## src/rtl/seg7_pkg.sv

```systemverilog
// Shared types, segment constants and the hex-to-segment table for the
// common-anode 7-segment scan driver. Segment order is {g,f,e,d,c,b,a},
// active-low.
package seg7_pkg;

  typedef logic [6:0] seg_t;

  localparam seg_t SEG_BLANK = 7'h7F;
  localparam seg_t SEG_DASH  = 7'h3F;

  function automatic seg_t seg7_hex(input logic [3:0] n);
    seg_t s;
    case (n)
      4'h0:    s = 7'h40;
      4'h1:    s = 7'h79;
      4'h2:    s = 7'h24;
      4'h3:    s = 7'h30;
      4'h4:    s = 7'h19;
      4'h5:    s = 7'h12;
      4'h6:    s = 7'h02;
      4'h7:    s = 7'h78;
      4'h8:    s = 7'h00;
      4'h9:    s = 7'h10;
      4'hA:    s = 7'h08;
      4'hB:    s = 7'h03;
      4'hC:    s = 7'h46;
      4'hD:    s = 7'h21;
      4'hE:    s = 7'h06;
      default: s = 7'h0E;
    endcase
    return s;
  endfunction

endpackage

```

## src/rtl/seg7_decode.sv

```systemverilog
// Combinational nibble decoder: blank wins, then decimal-mode dash for
// nibbles above 9, otherwise the hex glyph.
module seg7_decode
  import seg7_pkg::*;
(
  input  logic [3:0] nibble,
  input  logic       hex_mode,
  input  logic       blank,
  output logic [6:0] seg
);

  // Select the glyph for one digit.
  always_comb begin
    seg = seg7_hex(nibble);
    if (blank) begin
      seg = SEG_BLANK;
    end else if (!hex_mode && (nibble > 4'd9)) begin
      seg = SEG_DASH;
    end
  end

endmodule

```

## src/rtl/seg7_scan_driver.sv

```systemverilog
// Time-multiplexed driver for NUM_DIGITS common-anode digits on one shared
// segment bus. New data is staged in pending registers and only becomes
// visible at a frame boundary, so one scan frame never mixes old and new
// digits. Two dead-time counts at the start of each slot keep all anodes
// off to avoid ghosting while the segment bus changes.
module seg7_scan_driver
  import seg7_pkg::*;
#(
  parameter int NUM_DIGITS   = 4,
  parameter int REFRESH_DIV  = 50000,
  parameter int BLINK_FRAMES = 64
) (
  input  logic                    Clk,
  input  logic                    Reset_n,
  input  logic [4*NUM_DIGITS-1:0] value,
  input  logic                    load,
  input  logic                    hex_mode,
  input  logic                    blank_lz,
  input  logic [NUM_DIGITS-1:0]   dp_in,
  input  logic [NUM_DIGITS-1:0]   blink_en,
  output logic [6:0]              HEX,
  output logic                    DP,
  output logic [NUM_DIGITS-1:0]   AN,
  output logic                    frame
);

  localparam int CNT_W = $clog2(REFRESH_DIV);
  localparam int IDX_W = (NUM_DIGITS > 1) ? $clog2(NUM_DIGITS) : 1;
  localparam int BLK_W = (BLINK_FRAMES > 1) ? $clog2(BLINK_FRAMES) : 1;

  logic [CNT_W-1:0] cnt_p0;
  logic [IDX_W-1:0] idx_p0;
  logic [BLK_W-1:0] blk_cnt;
  logic             phase;
  logic             tick;
  logic             wrap;

  logic [4*NUM_DIGITS-1:0] pend_val;
  logic [NUM_DIGITS-1:0]   pend_dp;
  logic [NUM_DIGITS-1:0]   pend_bl;
  logic [4*NUM_DIGITS-1:0] sh_val;
  logic [NUM_DIGITS-1:0]   sh_dp;
  logic [NUM_DIGITS-1:0]   sh_bl;

  logic [NUM_DIGITS-1:0] lz_mask;
  logic                  zero_run;
  logic [3:0]            cur_nib;
  logic                  cur_dp;
  logic                  cur_bl;
  logic                  cur_lz;
  logic                  hide;
  logic                  live;
  logic [6:0]            dec_seg;
  logic [NUM_DIGITS-1:0] an_sel;

  logic [6:0]            seg_p1;
  logic                  dp_p1;
  logic [NUM_DIGITS-1:0] an_p1;

  assign tick  = (cnt_p0 == CNT_W'(REFRESH_DIV - 1));
  assign wrap  = tick && (idx_p0 == IDX_W'(NUM_DIGITS - 1));
  assign frame = wrap;
  assign live  = (cnt_p0 >= CNT_W'(2));

  // Slot prescaler and digit index; the index advances once per slot.
  always_ff @(posedge Clk or negedge Reset_n) begin
    if (!Reset_n) begin
      cnt_p0 <= '0;
      idx_p0 <= '0;
    end else if (tick) begin
      cnt_p0 <= '0;
      idx_p0 <= (idx_p0 == IDX_W'(NUM_DIGITS - 1)) ? '0 : idx_p0 + IDX_W'(1);
    end else begin
      cnt_p0 <= cnt_p0 + CNT_W'(1);
    end
  end

  // Blink timebase: count frames, flip the visible/hidden phase on wrap.
  always_ff @(posedge Clk or negedge Reset_n) begin
    if (!Reset_n) begin
      blk_cnt <= '0;
      phase   <= 1'b0;
    end else if (wrap) begin
      if (blk_cnt == BLK_W'(BLINK_FRAMES - 1)) begin
        blk_cnt <= '0;
        phase   <= ~phase;
      end else begin
        blk_cnt <= blk_cnt + BLK_W'(1);
      end
    end
  end

  // Pending registers hold the most recent load until the next frame.
  always_ff @(posedge Clk or negedge Reset_n) begin
    if (!Reset_n) begin
      pend_val <= '0;
      pend_dp  <= '0;
      pend_bl  <= '0;
    end else if (load) begin
      pend_val <= value;
      pend_dp  <= dp_in;
      pend_bl  <= blink_en;
    end
  end

  // Shadow registers feed the display; a load on the wrap cycle bypasses pending.
  always_ff @(posedge Clk or negedge Reset_n) begin
    if (!Reset_n) begin
      sh_val <= '0;
      sh_dp  <= '0;
      sh_bl  <= '0;
    end else if (wrap) begin
      sh_val <= load ? value    : pend_val;
      sh_dp  <= load ? dp_in    : pend_dp;
      sh_bl  <= load ? blink_en : pend_bl;
    end
  end

  // Leading-zero mask: digit i blanks when it and every higher digit are zero.
  always_comb begin
    lz_mask  = '0;
    zero_run = 1'b1;
    for (int i = NUM_DIGITS - 1; i > 0; i--) begin
      zero_run   = zero_run & (sh_val[4*i +: 4] == 4'h0);
      lz_mask[i] = blank_lz & zero_run;
    end
  end

  // Pick the shadow fields of the digit currently being scanned.
  always_comb begin
    cur_nib = 4'h0;
    cur_dp  = 1'b0;
    cur_bl  = 1'b0;
    cur_lz  = 1'b0;
    an_sel  = '1;
    for (int i = 0; i < NUM_DIGITS; i++) begin
      if (idx_p0 == IDX_W'(i)) begin
        cur_nib   = sh_val[4*i +: 4];
        cur_dp    = sh_dp[i];
        cur_bl    = sh_bl[i];
        cur_lz    = lz_mask[i];
        an_sel[i] = 1'b0;
      end
    end
  end

  assign hide = phase & cur_bl;

  seg7_decode u_decode (
    .nibble   (cur_nib),
    .hex_mode (hex_mode),
    .blank    (cur_lz | hide),
    .seg      (dec_seg)
  );

  // ---- stage p1: registered pin drivers ----
  // Outputs are dark during dead time; otherwise drive the scanned digit.
  always_ff @(posedge Clk or negedge Reset_n) begin
    if (!Reset_n) begin
      seg_p1 <= SEG_BLANK;
      dp_p1  <= 1'b1;
      an_p1  <= '1;
    end else if (live) begin
      seg_p1 <= dec_seg;
      dp_p1  <= ~(cur_dp & ~hide);
      an_p1  <= an_sel;
    end else begin
      seg_p1 <= SEG_BLANK;
      dp_p1  <= 1'b1;
      an_p1  <= '1;
    end
  end

  assign HEX = seg_p1;
  assign DP  = dp_p1;
  assign AN  = an_p1;

endmodule

```

## config.mk

```make
export PLATFORM = sky130hd
export DESIGN_NAME = seg7_scan_driver
export DESIGN_NICKNAME = d
export VERILOG_FILES = /design/src/rtl/seg7_pkg.sv /design/src/rtl/seg7_decode.sv /design/src/rtl/seg7_scan_driver.sv
export SDC_FILE = /design/constraint.sdc
export NUM_CORES = 1
export LEC_CHECK = 0
export CAP_MARGIN = 20
export CORE_ASPECT_RATIO = 0.5
export CORE_MARGIN = 2
export CORE_UTILIZATION = 40
export DETAILED_ROUTE_END_ITERATION = 12
export PLACE_DENSITY = 0.66
export SLEW_MARGIN = 20
export SYNTH_ARGS = -nofsm -noshare
export SYNTH_HDL_FRONTEND = slang
export SYNTH_SLANG_ARGS = --single-unit
```

## constraint.sdc

```tcl
create_clock -name Clk -period 6.3 [get_ports Clk]
set_clock_uncertainty 0.05 [all_clocks]
set_input_delay 0.63 -clock Clk [delete_from_list [all_inputs] [get_ports Clk]]
set_output_delay 0.63 -clock Clk [all_outputs]
set_load 0.02 [all_outputs]
```

# Yosys cells after proc, flatten, opt, wreduce, memory -nomap -nowiden
# Memories as Yosys holds them, arrays and structs flattened.
# Index checks and enable logic that the tools add are counted.
[totals] regBits=85 rom_bits=112 inputBits=29 out_inout_bits=13 word_cells=73 memories=1
[memory_table] name="(name not given)" words=16 word_bits=7 read_ports=1 rd_clocked_by_memory_dff=0 write_ports=0 line_no="seg7_pkg.sv:13" rtl="case (n)"
[classes] add_sub_neg=3 n_lt_le_gt_ge=2 n_eq_ne=5 muxes=30 n_bitwise=11 n_reduce_logical=8
[ops] cell="2-to-1 mux 16 bit" count=2
[ops] cell="2-to-1 mux 4 bit" count=7
[ops] cell="2-to-1 mux 7 bit" count=3
[ops] cell="adder 16 x 1 -> 16 bit (second input constant)" count=1
[ops] cell="equality test 16 bit (second input constant)" count=1
[ops] cell="greater-or-equal comparator 16 x 2 -> 1 bit (second input constant)" count=1
[ops] cell="2-to-1 mux 1 bit" count=16
[ops] cell="logical NOT 4 bit" count=3
[ops] cell="AND 1 bit" count=7
[ops] cell="adder 6 x 1 -> 6 bit (second input constant)" count=1
[ops] cell="equality test 6 bit (second input constant)" count=1
[ops] cell="2-to-1 mux 6 bit" count=1
[ops] cell="equality test 2 bit (second input constant)" count=2
[ops] cell="greater-than comparator 4 bit (second input constant)" count=1
[ops] cell="inverter 1 bit" count=3
[ops] cell="adder 2 x 1 -> 2 bit (second input constant)" count=1
[ops] cell="equality test 2 x 1 -> 1 bit (second input constant)" count=1
[ops] cell="logical AND 1 bit" count=2
[ops] cell="logical NOT 2 bit" count=1
[ops] cell="2-to-1 mux 2 bit" count=1
[ops] cell="AND reduction 2 bit" count=1
[ops] cell="logical NOT 1 bit" count=1
[ops] cell="OR 1 bit" count=1

# Longest topological paths before layout
[logic_depth] ltp_word=10 ltp_mapped=11 ltp_nobuf=10

# By module
# From an unflattened synthesis, not the netlist that was laid out.
[hier_totals] hier_cells=386 hier_area_um2=4043.9
[modules_own_cells] mod="seg7_scan_driver" instances=1 cells_each=343 area_each_um2=3706.1 seq_area_each_um2=2142.1
[modules_own_cells] mod="seg7_decode" instances=1 cells_each=43 area_each_um2=337.8 seq_area_each_um2=0.0

# Worst setup path after synthesis
# OpenSTA, ideal clock, no wires.
[synth_path] path_kind="register to register" start="register idx_p0[0]" end="register seg_p1[1], in the netlist HEX[1]" setup_time_ns=0.127 t_arrival_ns=2.917 required_time_ns=6.123 path_slack_ns=3.205 stages_incl_launch_ff=9 path_buffers=2 period_less_slack_ns=3.095 cell_sequence="dfrtp_1 -> ha_1 -> buf_2 -> buf_1 -> o311ai_0 -> ha_1 -> o21ai_0 -> a2111oi_2 -> o221ai_1"
[synth_via] elab_chain_cells=10 word_cells_on_any_way=23 classes_between="1 x order compare; 3 x eq/ne; 14 x mux; 2 x bitwise; 2 x reduce/logical; 1 x memory"
[synth_lines] item="from (decl)" line_no="seg7_scan_driver.sv:32" rtl="logic [IDX_W-1:0] idx_p0;"
[synth_lines] item="from (signal assigned)" line_no="seg7_scan_driver.sv:72" rtl="idx_p0 <= (idx_p0 == IDX_W'(NUM_DIGITS - 1)) ? '0 : idx_p0 + IDX_W'(1);"
[synth_lines] item="logical NOT 2 bit" line_no="seg7_scan_driver.sv:137" rtl="if (idx_p0 == IDX_W'(i)) begin"
[synth_lines] item="2-to-1 mux 4 bit (4 in a row)" line_no="seg7_scan_driver.sv:137"
[synth_lines] item="greater-than comparator 4 bit" line_no="seg7_decode.sv:17" rtl="end else if (!hex_mode && (nibble > 4'd9)) begin"
[synth_lines] item="logical AND 1 bit" line_no="seg7_decode.sv:17"
[synth_lines] item="2-to-1 mux 7 bit" line_no="seg7_decode.sv:17"
[synth_lines] item="2-to-1 mux 7 bit *" line_no="seg7_decode.sv:15" rtl="if (blank) begin"
[synth_lines] item="2-to-1 mux 7 bit *" line_no="seg7_scan_driver.sv:163" rtl="end else if (live) begin"
[synth_lines] item="to (signal assigned)" line_no="seg7_scan_driver.sv:164" rtl="seg_p1 <= dec_seg;"
[synth_lines] item="to (decl)" line_no="seg7_scan_driver.sv:56" rtl="logic [6:0] seg_p1;"
# Every way passes the cells marked *; elsewhere a longest branch is shown, timed or not.
# A chain may end at the register's enable or synchronous reset.

# Worst setup path after layout
[layout_path] start="register cnt_p0[12]" end="output port frame"
[layout_via] elab_chain_cells=2
[layout_lines] item="from (decl)" line_no="seg7_scan_driver.sv:31" rtl="logic [CNT_W-1:0] cnt_p0;"
[layout_lines] item="from (signal assigned)" line_no="seg7_scan_driver.sv:74" rtl="cnt_p0 <= cnt_p0 + CNT_W'(1);"
[layout_lines] item="equality test 16 bit" line_no="seg7_scan_driver.sv:60" rtl="assign tick = (cnt_p0 == CNT_W'(REFRESH_DIV - 1));"
[layout_lines] item="logical AND 1 bit" line_no="seg7_scan_driver.sv:61" rtl="assign wrap = tick && (idx_p0 == IDX_W'(NUM_DIGITS - 1));"
[layout_lines] item="to (decl)" line_no="seg7_scan_driver.sv:24" rtl="output logic frame"
# Every way passes these cells.

==> impl_metrics.csv <==
group,metric,value,unit
job,drv_cap,0,
final_layout,final_layout_size_suffix_gt1_frac,0.230,
place,dpl.cell_count,493,
yosys,yosys.area.top_type,"dfrtp_1",
clocking,root_buffer,"clkbuf_16",
place,hpwlAfterDp,5.34,mm
final_layout,instances_no_fill,509,
routing,drtIter0Drc,211,
clocking,post_cts_buffers,0,
power_and_ir_drop,switchingPower,0.261,mW
critical_path,required,5.62,ns
floorplanning,die_y,74.5,um
global_routing,grt_max_degree,86,
routing,vias,2562,
final_layout,mostFrequentLayoutCell,"dfrtp_1",
place,gp_congestion,0.849,
routing,drc_errors,0,
critical_path,crit_start,"cnt_p0[12]$_DFF_PN0_",
yosys,ys_ff_latch,85,
yosys,synth_area,0.00398,mm^2
power_and_ir_drop,power.share.clock,0.415,
place,pre_cts_ws,3.26,ns
sta,setup_tns,0,ns
yosys,synth.area.top_cells,"dfrtp_1 46%, mux2_2 12%, dfstp_2 7.9%, ha_1 4.4%, nand2_1 2.8%",
critical_path,ff2ff_path_depth,8,
critical_path,r2r_start,"idx_p0[0]$_DFFE_PN0N_",
yosys,yosysWarnings,0,
critical_path,worstPathArrival,2.63,ns
global_routing,grt_pass1_vias,2612,
power_and_ir_drop,power_frac_seq,0.499,
sta,worst_pin_slew,0.966,ns
clocking,cts_max_level,3,
clocking,path_clk_slew,0.06,ns
global_routing,antenna_found_initial,0,
sta,rsz0062_at_grt,"no",
final_layout,area.growth.synth_to_final,20.1,%
sta,fmax,302,MHz
place,io_buffers,41,
clocking,clk-insertion-delay-late,0.34,ns
clocking,clock-sinks,85,
floorplanning,pin_count,42,
global_routing,grt_usage,0.153,
floorplanning,core.rowCount,25,
yosys,synthesis.nets,371,
final_layout,final_cell_mix,"73 x dfrtp_1, 44 x mux2_2, 39 x clkdlybuf4s50_1, 30 x nand2_1, 18 x nor2_1",
power_and_ir_drop,swShare,0.221,
clocking,ctsHoldBuffers,0,
global_routing,grt_pass1_wl,12.9,mm
power_and_ir_drop,p_per_area,247,mW/mm^2
power_and_ir_drop,combPwrFrac,0.086,
sta,slew_viol_final,0,
sta,relSlewSlack,0.354,
status,status,"finished clean",
floorplanning,dieArea,0.0108,mm^2
yosys,synth_cell_type_count,44,
final_layout,final_nets,412,
final_layout,utilization,0.501,
routing,drtAntennaViolNets,0,
yosys,synthCells,328,
sta,fin_crit_sh,0.525,
sta,fin_ws,2.99,ns
power_and_ir_drop,leakagePower,2.07,nW
sta,holdWs,0.281,ns
sta,post-route-min-period,3.31,ns
floorplanning,start_util,0.417,
yosys,syn_area_per_cell,12.1,um^2
critical_path,critPathKind,"flop to primary output",
clocking,clockBufferDepth,2,
global_routing,grt.overflow.total,0,
floorplanning,fp.dieW,145,um
routing,finalWirelength,7.59,mm
clocking,tritoncts,"done",
critical_path,end_kind,"primary output",
final_layout,diodes,0,
sta,hold_viol,0,
critical_path,startpoint_type,"flop",
routing,viasPerCell,5.03,
routing,drtPass1Iterations,4,
sta,setup_viol_count_final,0,
yosys,synth_seq_area_share,0.538,
critical_path,crit_fanout,7,
min_path,hold_path.class,"primary input to asynchronous set/reset pin",
clocking,numCtsBuffers,9,
floorplanning,core-area,0.00954,mm^2
routing,wl_per_cell,14.9,um
clocking,cts_resized,0,
power_and_ir_drop,peakVddDrop,0.125,mV
power_and_ir_drop,intPower,0.919,mW
yosys,yosysTopAreaCellShare,0.459,
power by group through the flow:
stage / Sequential (mW) / Combinational, mW / Clock (mW)
floorplan: 0.602 / 0.0475 / 0
global placement: 0.597 / 0.0995 / 0
detailed placement: 0.599 / 0.103 / 0
CTS: 0.589 / 0.103 / 0.502
global route: 0.592 / 0.111 / 0.531
finish: 0.589 / 0.101 / 0.490
stage by stage:
| stage | area, um^2 | power (mW) |
|---|---|---|
| floorplan | 3980 | 0.649 |
| global placement | 4500 | 0.696 |
| detailed placement | 4500 | 0.701 |
| CTS | 4780 | 1.19 |
| global route | 4780 | 1.23 |
| finish | 4780 | 1.18 |
registers in the layout (all words and copies together), names as in the netlist, 4 cells and up:
name      cells
AN            4
HEX           7
blk_cnt       6
cnt_p0       16
pend_bl       4
pend_dp       4
pend_val     16
sh_bl         4
sh_dp         4
sh_val       16
critical path, stage by stage, from the launching register on:
cell	delay (ns)
dfrtp_1	0.40
or4_4	0.56
nor4_4	0.30
and4_1	0.37
clkdlybuf4s50_1	0.65
synth_stat cells (all sizes together):
cell     instances
clkbuf           5
xnor2           10
o21ai            7
nor4             5
o211ai           6
and2             1
or4              1
nand2           30
a211o            1
dfrtp           73
and3             3
or2              2
inv              9
a211oi           4
ha              14
dfstp           12
o211a            1
o221ai           4
buf              8
nor2b            5
nand4            9
a32o             1
a2111oi          1
a21oi            6
xor2             7
nand3            5
o22ai            1
mux2i            5
mux2            49
o311a            1
a21o             1
and4             3
nor2            18
nand3b           3
nor3b            2
o311ai           1
nor3             8
o31ai            1
nand2b           5
per-layer routing:
layer	wire [um]	part of all wire	up-vias	track usage
met5	0	0	-	0
met4	85	0.011	0	0.0330
met3	307	0.040	8	0.0607
met2	3740	0.49	41	0.266
met1	3460	0.46	1272	0.186
li1	-	-	1241	-
layout make-up:
cell class	instances	area, um^2
clock inverter	4	22.5
fill	807	4760
timing repair buffer	43	422
tap	135	169
clock buffer	12	256
sequential	85	2140
multi-input combinational	221	1730
inverter	9	33.8
logic make-up (layout without fill, tap and decap cells):
group,Yosys count,after routing,synth area share
AND/OR/NAND/NOR,100,100,0.133
flip-flops,85,85,0.538
multiplexers,54,54,0.156
AO/OA/AOI/OAI,36,36,0.0651
buffers and inverters,22,68,0.0261
XOR/XNOR,17,17,0.0374
adder cells (fa/ha/maj),14,14,0.0440
final timing paths:
kind	end	slack, ns
max reg2reg	HEX[4]$_DFF_PN1_	3.17
min reg2reg	blk_cnt[4]$_DFFE_PN0P_	0.42
max in group asynchronous	pend_val[15]$_DFF_PN0_	5.41
min	cnt_p0[0]$_DFF_PN0_	0.28
min in group Clk	blk_cnt[4]$_DFFE_PN0P_	0.42
max	frame	2.99
Power figures use the tool's default switching activity.
